--- config.mk ---
export PLATFORM = sky130hd
export DESIGN_NAME = nf10_axis_pkt_gen_flat
export DESIGN_NICKNAME = d
export VERILOG_FILES = /design/src/rtl/nf10_axis_pkt_gen_pkg.sv /design/src/rtl/nf10_axis_pkt_gen_if.sv /design/src/rtl/nf10_axis_strb_gen.sv /design/src/rtl/nf10_axis_pkt_gen.sv /design/src/flat_wrapper.sv
export SDC_FILE = /design/constraint.sdc
export NUM_CORES = 1
export LEC_CHECK = 0
export CORE_MARGIN = 3
export CORE_UTILIZATION = 48
export CTS_BUF_LIST = sky130_fd_sc_hd__clkbuf_16
export CTS_CLUSTER_DIAMETER = 120
export CTS_CLUSTER_SIZE = 24
export DETAILED_ROUTE_END_ITERATION = 16
export PLACE_DENSITY = 0.91
export SLEW_MARGIN = 15
export SYNTH_ARGS = -nofsm -noshare
export SYNTH_HDL_FRONTEND = slang
export SYNTH_SLANG_ARGS = --single-unit
--- constraint.sdc ---
create_clock -name axi_aclk -period 5.1 [get_ports axi_aclk]
set_clock_uncertainty 0.2 [all_clocks]
set_input_delay 1.275 -clock axi_aclk [delete_from_list [all_inputs] [get_ports axi_aclk]]
set_output_delay 1.275 -clock axi_aclk [all_outputs]
set_load 0.01 [all_outputs]
--- src/rtl/nf10_axis_pkt_gen_pkg.sv ---
// Shared types and constants for the AXI4-Stream test packet generator.
package nf10_axis_pkt_gen_pkg;

  typedef enum logic [1:0] {
    StIdle,
    StSend,
    StGap
  } state_e;

  localparam logic [15:0] MIN_LEN = 16'd60;
  localparam logic [15:0] MAX_LEN = 16'd9600;

  // NetFPGA-10G tuser field offsets
  localparam int unsigned TUSER_LEN_LSB = 0;
  localparam int unsigned TUSER_SRC_LSB = 16;
  localparam int unsigned TUSER_DST_LSB = 24;

  function automatic logic [15:0] clamp_len(input logic [15:0] len);
    if (len < MIN_LEN) return MIN_LEN;
    if (len > MAX_LEN) return MAX_LEN;
    return len;
  endfunction

  // Only valid for clamped lengths, so len + 7 cannot overflow
  function automatic logic [15:0] len_to_beats(input logic [15:0] len);
    return (len + 16'd7) >> 3;
  endfunction

endpackage

--- src/rtl/nf10_axis_pkt_gen_if.sv ---
// AXI4-Stream bus carrying NetFPGA-10G style tuser metadata.
interface nf10_axis_pkt_gen_if #(
  parameter int unsigned DATA_W = 64,
  parameter int unsigned USER_W = 128
);
  logic [DATA_W-1:0]   tdata;
  logic [DATA_W/8-1:0] tstrb;
  logic [USER_W-1:0]   tuser;
  logic                tvalid;
  logic                tready;
  logic                tlast;

  modport master (
    output tdata, tstrb, tuser, tvalid, tlast,
    input  tready
  );

  modport slave (
    input  tdata, tstrb, tuser, tvalid, tlast,
    output tready
  );
endinterface

--- src/rtl/nf10_axis_strb_gen.sv ---
// Byte-enable mask for the final beat of a packet.
module nf10_axis_strb_gen (
  input  logic [2:0] len_lo_i,
  output logic [7:0] strb_o
);
  // Low len_lo bytes valid; a multiple of 8 fills the whole beat
  always_comb begin
    strb_o = 8'hFF;
    if (len_lo_i != 3'd0) strb_o = (8'd1 << len_lo_i) - 8'd1;
  end
endmodule

--- src/rtl/nf10_axis_pkt_gen.sv ---
// AXI4-Stream test packet generator: emits numbered packets with deterministic payload.
module nf10_axis_pkt_gen
  import nf10_axis_pkt_gen_pkg::*;
#(
  parameter int unsigned C_M_AXIS_DATA_WIDTH  = 64,
  parameter int unsigned C_M_AXIS_TUSER_WIDTH = 128,
  parameter logic [7:0]  C_SRC_PORT           = 8'h01,
  parameter logic [7:0]  C_DST_PORT           = 8'h04
) (
  input  logic                       axi_aclk,
  input  logic                       axi_resetn,
  input  logic                       start,
  input  logic                       stop,
  input  logic [15:0]                cfg_pkt_len,
  input  logic [31:0]                cfg_pkt_count,
  input  logic [15:0]                cfg_ifg,
  nf10_axis_pkt_gen_if.master        m_axis,
  output logic                       busy,
  output logic                       done,
  output logic [31:0]                pkts_sent
);

  localparam int unsigned StrbW = C_M_AXIS_DATA_WIDTH / 8;

  state_e      state_q, state_d;
  logic [15:0] len_q, len_d;
  logic [15:0] beats_q, beats_d;
  logic [31:0] count_q, count_d;
  logic [15:0] ifg_q, ifg_d;
  logic [15:0] beat_q, beat_d;
  logic [15:0] gap_q, gap_d;
  logic [31:0] pkts_q, pkts_d;
  logic        stop_pend_q, stop_pend_d;
  logic        done_q, done_d;

  logic                            valid;
  logic                            last_beat;
  logic                            xfer;
  logic [7:0]                      last_strb;
  logic [C_M_AXIS_DATA_WIDTH-1:0]  raw_data;
  logic [C_M_AXIS_DATA_WIDTH-1:0]  tdata_w;
  logic [StrbW-1:0]                tstrb_w;
  logic [C_M_AXIS_TUSER_WIDTH-1:0] tuser_w;

  assign valid     = (state_q == StSend);
  assign last_beat = (beat_q == beats_q - 16'd1);
  assign xfer      = valid & m_axis.tready;
  assign raw_data  = {pkts_q, 16'd0, beat_q};

  nf10_axis_strb_gen u_strb_gen (
    .len_lo_i (len_q[2:0]),
    .strb_o   (last_strb)
  );

  // Next-state: run control, beat/gap counters and stop-at-boundary handling
  always_comb begin
    state_d     = state_q;
    len_d       = len_q;
    beats_d     = beats_q;
    count_d     = count_q;
    ifg_d       = ifg_q;
    beat_d      = beat_q;
    gap_d       = gap_q;
    pkts_d      = pkts_q;
    stop_pend_d = stop_pend_q;
    done_d      = 1'b0;
    unique case (state_q)
      StIdle: begin
        stop_pend_d = 1'b0;
        if (start && !stop) begin
          state_d = StSend;
          len_d   = clamp_len(cfg_pkt_len);
          beats_d = len_to_beats(len_d);
          count_d = cfg_pkt_count;
          ifg_d   = cfg_ifg;
          beat_d  = 16'd0;
          pkts_d  = 32'd0;
        end
      end
      StSend: begin
        if (stop) stop_pend_d = 1'b1;
        if (xfer) begin
          if (last_beat) begin
            beat_d = 16'd0;
            pkts_d = pkts_q + 32'd1;
            if ((count_q != 32'd0 && pkts_d == count_q) || stop || stop_pend_q) begin
              state_d     = StIdle;
              done_d      = 1'b1;
              stop_pend_d = 1'b0;
            end else if (ifg_q != 16'd0) begin
              state_d = StGap;
              gap_d   = ifg_q - 16'd1;
            end
          end else begin
            beat_d = beat_q + 16'd1;
          end
        end
      end
      StGap: begin
        if (stop || stop_pend_q) begin
          state_d     = StIdle;
          done_d      = 1'b1;
          stop_pend_d = 1'b0;
        end else if (gap_q == 16'd0) begin
          state_d = StSend;
        end else begin
          gap_d = gap_q - 16'd1;
        end
      end
      default: state_d = StIdle;
    endcase
  end

  // State register with synchronous active-low reset
  always_ff @(posedge axi_aclk) begin
    if (!axi_resetn) begin
      state_q     <= StIdle;
      len_q       <= '0;
      beats_q     <= '0;
      count_q     <= '0;
      ifg_q       <= '0;
      beat_q      <= '0;
      gap_q       <= '0;
      pkts_q      <= '0;
      stop_pend_q <= 1'b0;
      done_q      <= 1'b0;
    end else begin
      state_q     <= state_d;
      len_q       <= len_d;
      beats_q     <= beats_d;
      count_q     <= count_d;
      ifg_q       <= ifg_d;
      beat_q      <= beat_d;
      gap_q       <= gap_d;
      pkts_q      <= pkts_d;
      stop_pend_q <= stop_pend_d;
      done_q      <= done_d;
    end
  end

  // Bus fields decoded from registers only; forced to zero while not valid
  always_comb begin
    tstrb_w = '0;
    tdata_w = '0;
    tuser_w = '0;
    if (valid) begin
      tstrb_w = last_beat ? last_strb : '1;
      for (int i = 0; i < StrbW; i++) begin
        if (tstrb_w[i]) tdata_w[i*8 +: 8] = raw_data[i*8 +: 8];
      end
      tuser_w[TUSER_LEN_LSB +: 16] = len_q;
      tuser_w[TUSER_SRC_LSB +: 8]  = C_SRC_PORT;
      tuser_w[TUSER_DST_LSB +: 8]  = C_DST_PORT;
    end
  end

  assign m_axis.tvalid = valid;
  assign m_axis.tlast  = valid & last_beat;
  assign m_axis.tstrb  = tstrb_w;
  assign m_axis.tdata  = tdata_w;
  assign m_axis.tuser  = tuser_w;
  assign busy          = (state_q != StIdle);
  assign done          = done_q;
  assign pkts_sent     = pkts_q;

endmodule

--- src/flat_wrapper.sv ---
// flat-port wrapper written by rule: the top's interface ports become plain ports
module nf10_axis_pkt_gen_flat import nf10_axis_pkt_gen_pkg::*;
#(
  parameter int unsigned C_M_AXIS_DATA_WIDTH  = 64,
  parameter int unsigned C_M_AXIS_TUSER_WIDTH = 128,
  parameter logic [7:0]  C_SRC_PORT           = 8'h01,
  parameter logic [7:0]  C_DST_PORT           = 8'h04
)
  (axi_aclk, axi_resetn, start, stop, cfg_pkt_len, cfg_pkt_count, cfg_ifg, busy, done, pkts_sent, m_axis_tdata, m_axis_tstrb, m_axis_tuser, m_axis_tvalid, m_axis_tlast, m_axis_tready);
  nf10_axis_pkt_gen_if #(.DATA_W(64), .USER_W(128)) m_axis_i ();
  input  logic axi_aclk;
  input  logic axi_resetn;
  input  logic start;
  input  logic stop;
  input  logic [15:0] cfg_pkt_len;
  input  logic [31:0] cfg_pkt_count;
  input  logic [15:0] cfg_ifg;
  output logic busy;
  output logic done;
  output logic [31:0] pkts_sent;
  output wire logic [$bits(m_axis_i.tdata)-1:0] m_axis_tdata;
  output wire logic [$bits(m_axis_i.tstrb)-1:0] m_axis_tstrb;
  output wire logic [$bits(m_axis_i.tuser)-1:0] m_axis_tuser;
  output wire logic [$bits(m_axis_i.tvalid)-1:0] m_axis_tvalid;
  output wire logic [$bits(m_axis_i.tlast)-1:0] m_axis_tlast;
  input wire logic [$bits(m_axis_i.tready)-1:0] m_axis_tready;
  assign m_axis_tdata = m_axis_i.tdata;
  assign m_axis_tstrb = m_axis_i.tstrb;
  assign m_axis_tuser = m_axis_i.tuser;
  assign m_axis_tvalid = m_axis_i.tvalid;
  assign m_axis_tlast = m_axis_i.tlast;
  assign m_axis_i.tready = m_axis_tready;
  nf10_axis_pkt_gen #(.C_M_AXIS_DATA_WIDTH(C_M_AXIS_DATA_WIDTH), .C_M_AXIS_TUSER_WIDTH(C_M_AXIS_TUSER_WIDTH), .C_SRC_PORT(C_SRC_PORT), .C_DST_PORT(C_DST_PORT)) u_core (.axi_aclk(axi_aclk), .axi_resetn(axi_resetn), .start(start), .stop(stop), .cfg_pkt_len(cfg_pkt_len), .cfg_pkt_count(cfg_pkt_count), .cfg_ifg(cfg_ifg), .m_axis(m_axis_i), .busy(busy), .done(done), .pkts_sent(pkts_sent));
endmodule
# Yosys cells after proc, flatten, opt, wreduce, memory -nomap -nowiden
# Cells that the tools add are included.
[op_classes]
addsub = 7
mul = 0
div_mod_pow = 0
n_lt_le_gt_ge = 2
eq_ne = 14
shift = 1
muxes = 58
n_bitwise = 2
n_reduce_logical = 21
[op_table]
columns = ["operator", "n"]
rows = [
  ["2-to-1 mux 16 bit", 15],
  ["2-to-1 mux 32 bit", 3],
  ["2-to-1 mux 8 bit", 9],
  ["2-to-1 mux 64 bit", 1],
  ["one-hot mux 16 bit (2 select lines)", 2],
  ["one-hot mux 32 bit (2 select lines)", 1],
  ["adder 32 x 1 -> 32 bit (second input constant)", 1],
  ["== test 32 bit", 1],
  ["nonzero test 32 bit", 1],
  ["subtractor 16 x 1 -> 16 bit (second input constant)", 2],
  ["2-to-1 mux 27 bit", 1],
  ["adder 16 x 1 -> 16 bit (second input constant)", 1],
  ["adder 16 x 3 -> 16 bit (second input constant)", 1],
  ["== test 16 bit", 1],
  ["> comparator 16 x 14 -> 1 bit (second input constant)", 1],
  ["zero test 16 bit", 1],
  ["< comparator 16 x 6 -> 1 bit (second input constant)", 1],
  ["2-to-1 mux 1 bit", 16],
  ["nonzero test 16 bit", 1],
  ["2-to-1 mux 2 bit", 7],
  ["subtractor 13 x 1 -> 14 bit (second input constant)", 1],
  ["inequality test 2 bit (second input constant)", 6],
  ["<< shifter 1 x 3 -> 8 bit (first input constant)", 1],
  ["subtractor 8 x 1 -> 8 bit (second input constant)", 1],
  ["20 further kinds", 29],
]
[word_totals]
reg_bits = 145
latchBits = 0
mem_bits_rw = 0
rom_bits = 0
in_bits = 69
output_inout_bits = 236
elab_cells = 115
n_memories = 0

# Logic depth before layout (Yosys ltp)
# Gate-level depths: netlist of the first run.
[logic_depth]
ltp_word = 12
mapped_depth = 17

# Cells and area by module
# A second synthesis of the first run with hierarchy kept.
[hier_totals]
hier_cells = 1344
area_unflattened_um2 = 9958.3
[modules_own_cells]
columns = ["mod", "instances", "cells_per_inst", "area_per_inst_um2", "seq_area_each_um2"]
rows = [
  ["nf10_axis_pkt_gen", 1, 1329, 9877.0, 2902.8],
  ["nf10_axis_strb_gen", 1, 15, 81.3, 0.0],
]

# Least setup slack after synthesis of the first run
# Ideal clock, no wire load.
[synth_path]
kind = "reg-to-output"
from = "register u_core.beats_q[3]"
to = "output m_axis_tdata[40]"
arrival_ns = 2.800
required_time_ns = 3.625
path_slack_ns = 0.825
path_stages_with_launch = 11
path_buffers = 1
cell_sequence = "dfxtp_1 > buf_6 > nor4_4 > nand4b_1 > or3_1 > a2111oi_2 > nand4_2 > nor2_1 > nor2_1 > a21o_1 > and2_1"
[synth_via]
elab_chain_len = 5
[synth_lines]
columns = ["item", "line_no", "text"]
rows = [
  ["from (decl)", "nf10_axis_pkt_gen.sv:27", "logic [15:0] beats_q, beats_d;"],
  ["from (signal assigned)", "nf10_axis_pkt_gen.sv:130", "beats_q <= beats_d;"],
  ["subtractor 13 x 1 -> 14 bit", "nf10_axis_pkt_gen.sv:46", "assign last_beat = (beat_q == beats_q - 16'd1);"],
  ["== test 16 bit", "nf10_axis_pkt_gen.sv:46", ""],
  ["2-to-1 mux 8 bit", "nf10_axis_pkt_gen.sv:147", "tstrb_w = last_beat ? last_strb : '1;"],
  ["2-to-1 mux 8 bit", "nf10_axis_pkt_gen.sv:149", "if (tstrb_w[i]) tdata_w[i*8 +: 8] = raw_data[i*8 +: 8];"],
  ["2-to-1 mux 64 bit", "nf10_axis_pkt_gen.sv:146", "if (valid) begin"],
  ["to (decl)", "flat_wrapper.sv:21", "output wire logic [$bits(m_axis_i.tdata)-1:0] m_axis_tdata;"],
]
# No other way between the ends.

# Final worst setup path of the first run
[layout_path]
from = "register u_core.beats_q[2]"
to = "output m_axis_tdata[39]"
# Same word-level chain as after synthesis.

==> impl_results.md, run 1 <==
- Final setup fails: 0
- Congestion Overflow GR: 0
- Synth async-reset ratio: 0%
- Met3 WL: 2770 um
- Largest net degree at the start of global routing: 64
- CTS tree: done
- Hold Crit Class: reg2reg
- DRC: 0
- Combinational share of power: 34.5%
- Post-detail-place hpwl: 21200 um
- P per Cell Area: 341 nW/um^2
- Detailed Routing Iterations Pass 1: 6
- Outcome: finished, final reports clean
- Warnings, synthesis: 0
- Post-synth top area cell: dfxtp_1
- Initial antenna violation count: 0
- Max Freq: 198 MHz
- Routed vias/inst: 5.68
- Max-slew violations: 0
- Worst-skew pair later-pin latency: 0.42 ns
- Cell Area, Placed: 11300 sq um
- Min cycle time layout: 5.06 ns
- Commonest cells post-synth: 179 x nand2_1, 145 x dfxtp_1, 130 x buf_4, 121 x a21oi_1, 91 x nor2_1
- P_int: 2.58 mW
- Wire per inst: 16.9 um
- Cell count after synthesis: 1336
- Port Buffer Count: 178
- Slew headroom: 40.9%
- Clock Root Buffer: clkbuf_16
- Crit-path cells: nor4_4, buf_4, a31oi_1, o211ai_1, o311ai_0, nand4_2, nor2_4, o22ai_1, and2_1, clkdlybuf4s50_1
- Ant. Diodes: 0
- Layout cells sized above 1: 5.00%
- Most frequent cell after synthesis: nand2_1
- Die outline width: 149 um
- Final instance area: 12000 sq um
- Die area: 22300 sq um
- DR top layer: met4
- Iteration-0 DRC Markers: 931
- All-Layer GR Usage: 25.0%
- Routability Congestion: 0.936
- Antenna-violating nets left: 0
- Crit Path Max Fanout: 9
- Net Sw Frac: 36.6%
- Slowest CP cell: o22ai_1
- Reg clk slew, reported paths: 0.06 ns
- First-pass GRT wire length: 45500 um
- Critical path endpoint category: output pin
- Longest Clk Path Bufs: 2
- Unrepaired setup endpoints after global routing: true
- Req. time, crit path: 3.62 ns
- Synth-to-layout area growth: 21.4%
- CP arrival: 3.58 ns
- Endpoints failing hold: 0
- I/O pin total: 305
- Yosys top cell area share: 29.5%
- Syn Area/Cell: 7.37 sq um
- Crit Path Class: reg2out
- Post-synth EDFFs: 0
- Critical path's largest stage delay: 0.62 ns
- P_leak: 4.50 nW
- Net Switching: 1.49 mW
- Element type at the critical path start: register
- Synth cell types: 70
- Starting density of the core: 49.8%
- Final Cycle Share: 99.1%
- Yosys reg bits: 145
- Total wire length: 29600 um
- Sink Count: 145
- Top post-synthesis cells by area: dfxtp_1 29%, buf_4 9.9%, nand2_1 6.8%
- Sequential power share: 33.9%
- Row count: 51
- Final net count: 1548
- Postcts setup bufs: 0
- CTS buffer count: 17
- CTS H-tree lvls: 4
- Max cap viols: 0
- Die Ht: 149 um
- Prevailing post-synth register cell: dfxtp_1
- Metal-1 WL: 11400 um
- Met2 wire length: 14400 um
- Sequential fraction of the synthesis area: 29.5%
- Vias: 9915
- Worst Tran Pin Value: 0.883 ns
- Hold_ws: 0.260 ns
- Hold buffers post-CTS: 0
- Maximum VDD drop: 0.000239 V
- Vias in the first global route: 9006
- Synth Cell Area: 9850 sq um
- Clk pwr share: 31.6%
- Core area: 19800 sq um
[path summary, 6_finish.rpt]
check        slack, ns  depth (start not counted)                        startpoint                      endpoint
max               0.04                         10    u_core.beats_q[2]$_SDFFE_PN0P_              m_axis_tdata[39]
max reg2reg       0.80                         10  u_core.pkts_sent[2]$_SDFFE_PN0P_  u_core.gap_q[8]$_SDFFE_PN0P_
min reg2reg       0.26                          2      u_core.len_q[9]$_SDFFE_PN0P_  u_core.len_q[9]$_SDFFE_PN0P_
min               0.26                          2      u_core.len_q[9]$_SDFFE_PN0P_  u_core.len_q[9]$_SDFFE_PN0P_
[area by class of cell]
class,instances,area (sq um)
Fill cell,1775,7820
Sequential cell,145,2910
Inverter,22,82.6
Multi-Input combinational cell,1087,6120
Tap cell,265,332
Timing Repair Buffer,197,1920
Clock inverter,13,170
Clock buffer,17,425
[cell families (layout without fill, tap and decap cells)]
group                      Yosys count  after routing  share of synthesized area [%]
muxes                                8              8                          0.826
other                                1            126                         0.0381
AOI/OAI and AO/OA                  285            286                           17.5
buffers and inverters              230            249                           13.9
adders and majority gates            9              9                           1.14
DFF                                145            145                           29.5
xor gates and xnor gates            84             84                           7.47
and+or+nand+nor                    574            574                           29.7
[per-layer routing]
layer	vias up	global-route usage, %
li1	4684	-
met1	4568	30.7
met2	578	42.7
met3	85	5.10
met4	0	10.2
met5	-	0
[flip-flops by register name, indices dropped and copies added, names as in the netlist]
register / flops
u_core.pkts_sent: 32
u_core.ifg_q: 16
u_core.beat_q: 16
u_core.done: 1
u_core.stop_pend_q: 1
u_core.state_q: 2
u_core.gap_q: 16
u_core.count_q: 32
u_core.beats_q: 13
u_core.len_q: 16
[per-stage QoR]
step           total power [mW]  cells  TNS [ns]  setup slack [ns]  utilization (%)
2_1_floorplan              2.37   1461         0             0.825                -
3_3_place_gp               2.70   1715         0             0.451             57.1
3_5_place_dp               2.75   1715         0             0.323             57.1
4_1_cts                    4.04   1745         0            0.0351             60.2
5_1_grt                    4.29   1746    -0.851            -0.121             60.5
6_report                   4.08   1746         0            0.0438             60.5
[critical path, delay by kind of cell, from the launching register on]
family                 cells  cell delay [ns]
AO/OA/AOI/OAI              4             1.22
buffers and inverters      2             0.74
flip-flops                 1             0.37
AND/OR/NAND/NOR            4             0.82
[cell usage in the layout, fill, tap and decap left out, types with 5 or more instances in the layout]
| cell | count |
|---|---|
| nand3b_1 | 6 |
| o21ai_0 | 65 |
| conb_1 | 126 |
| and2_1 | 72 |
| o211ai_1 | 8 |
| nor4b_1 | 7 |
| a21oi_1 | 121 |
| buf_4 | 19 |
| nor4_1 | 24 |
| nor3_1 | 44 |
| a311o_1 | 5 |
| and4_1 | 6 |
| nand4b_1 | 7 |
| xnor2_1 | 52 |
| clkdlybuf4s50_1 | 178 |
| mux2i_1 | 7 |
| and3_1 | 23 |
| nand2_1 | 179 |
| a211oi_1 | 10 |
| dfxtp_1 | 141 |
| ha_1 | 8 |
| xor2_1 | 32 |
| o31ai_1 | 11 |
| nand3_1 | 40 |
| clkbuf_16 | 17 |
| or3_1 | 12 |
| or4_1 | 8 |
| nand4_1 | 25 |
| a31oi_1 | 11 |
| clkinv_1 | 5 |
| nor2b_1 | 10 |
| a22oi_1 | 7 |
| inv_1 | 20 |
| a21o_1 | 7 |
| nor2_1 | 85 |
[power groups by stage]
stage	Sequential, mW	Clock (mW)	Combinational [mW]
2_1_floorplan	1.35	0	1.02
3_5_place_dp	1.40	0	1.35
4_1_cts	1.38	1.30	1.36
3_3_place_gp	1.39	0	1.30
6_report	1.38	1.29	1.41
5_1_grt	1.40	1.35	1.55
[repair_timing]
| action | CTS | global route |
|---|---|---|
| setup endpoints to repair | 24 | 33 |
| gates resized for setup | 3 | 13 |
| pin swaps | 0 | 2 |
| cloned | 0 | 1 |
Power figures use the tool's default switching activity.
==> run 2: changes to the inputs <==
CTS_CLUSTER_DIAMETER = 80   (was 120)
==> results of run 2 <==
No change in the layout: final DEF, timing and power equal those of run 1.
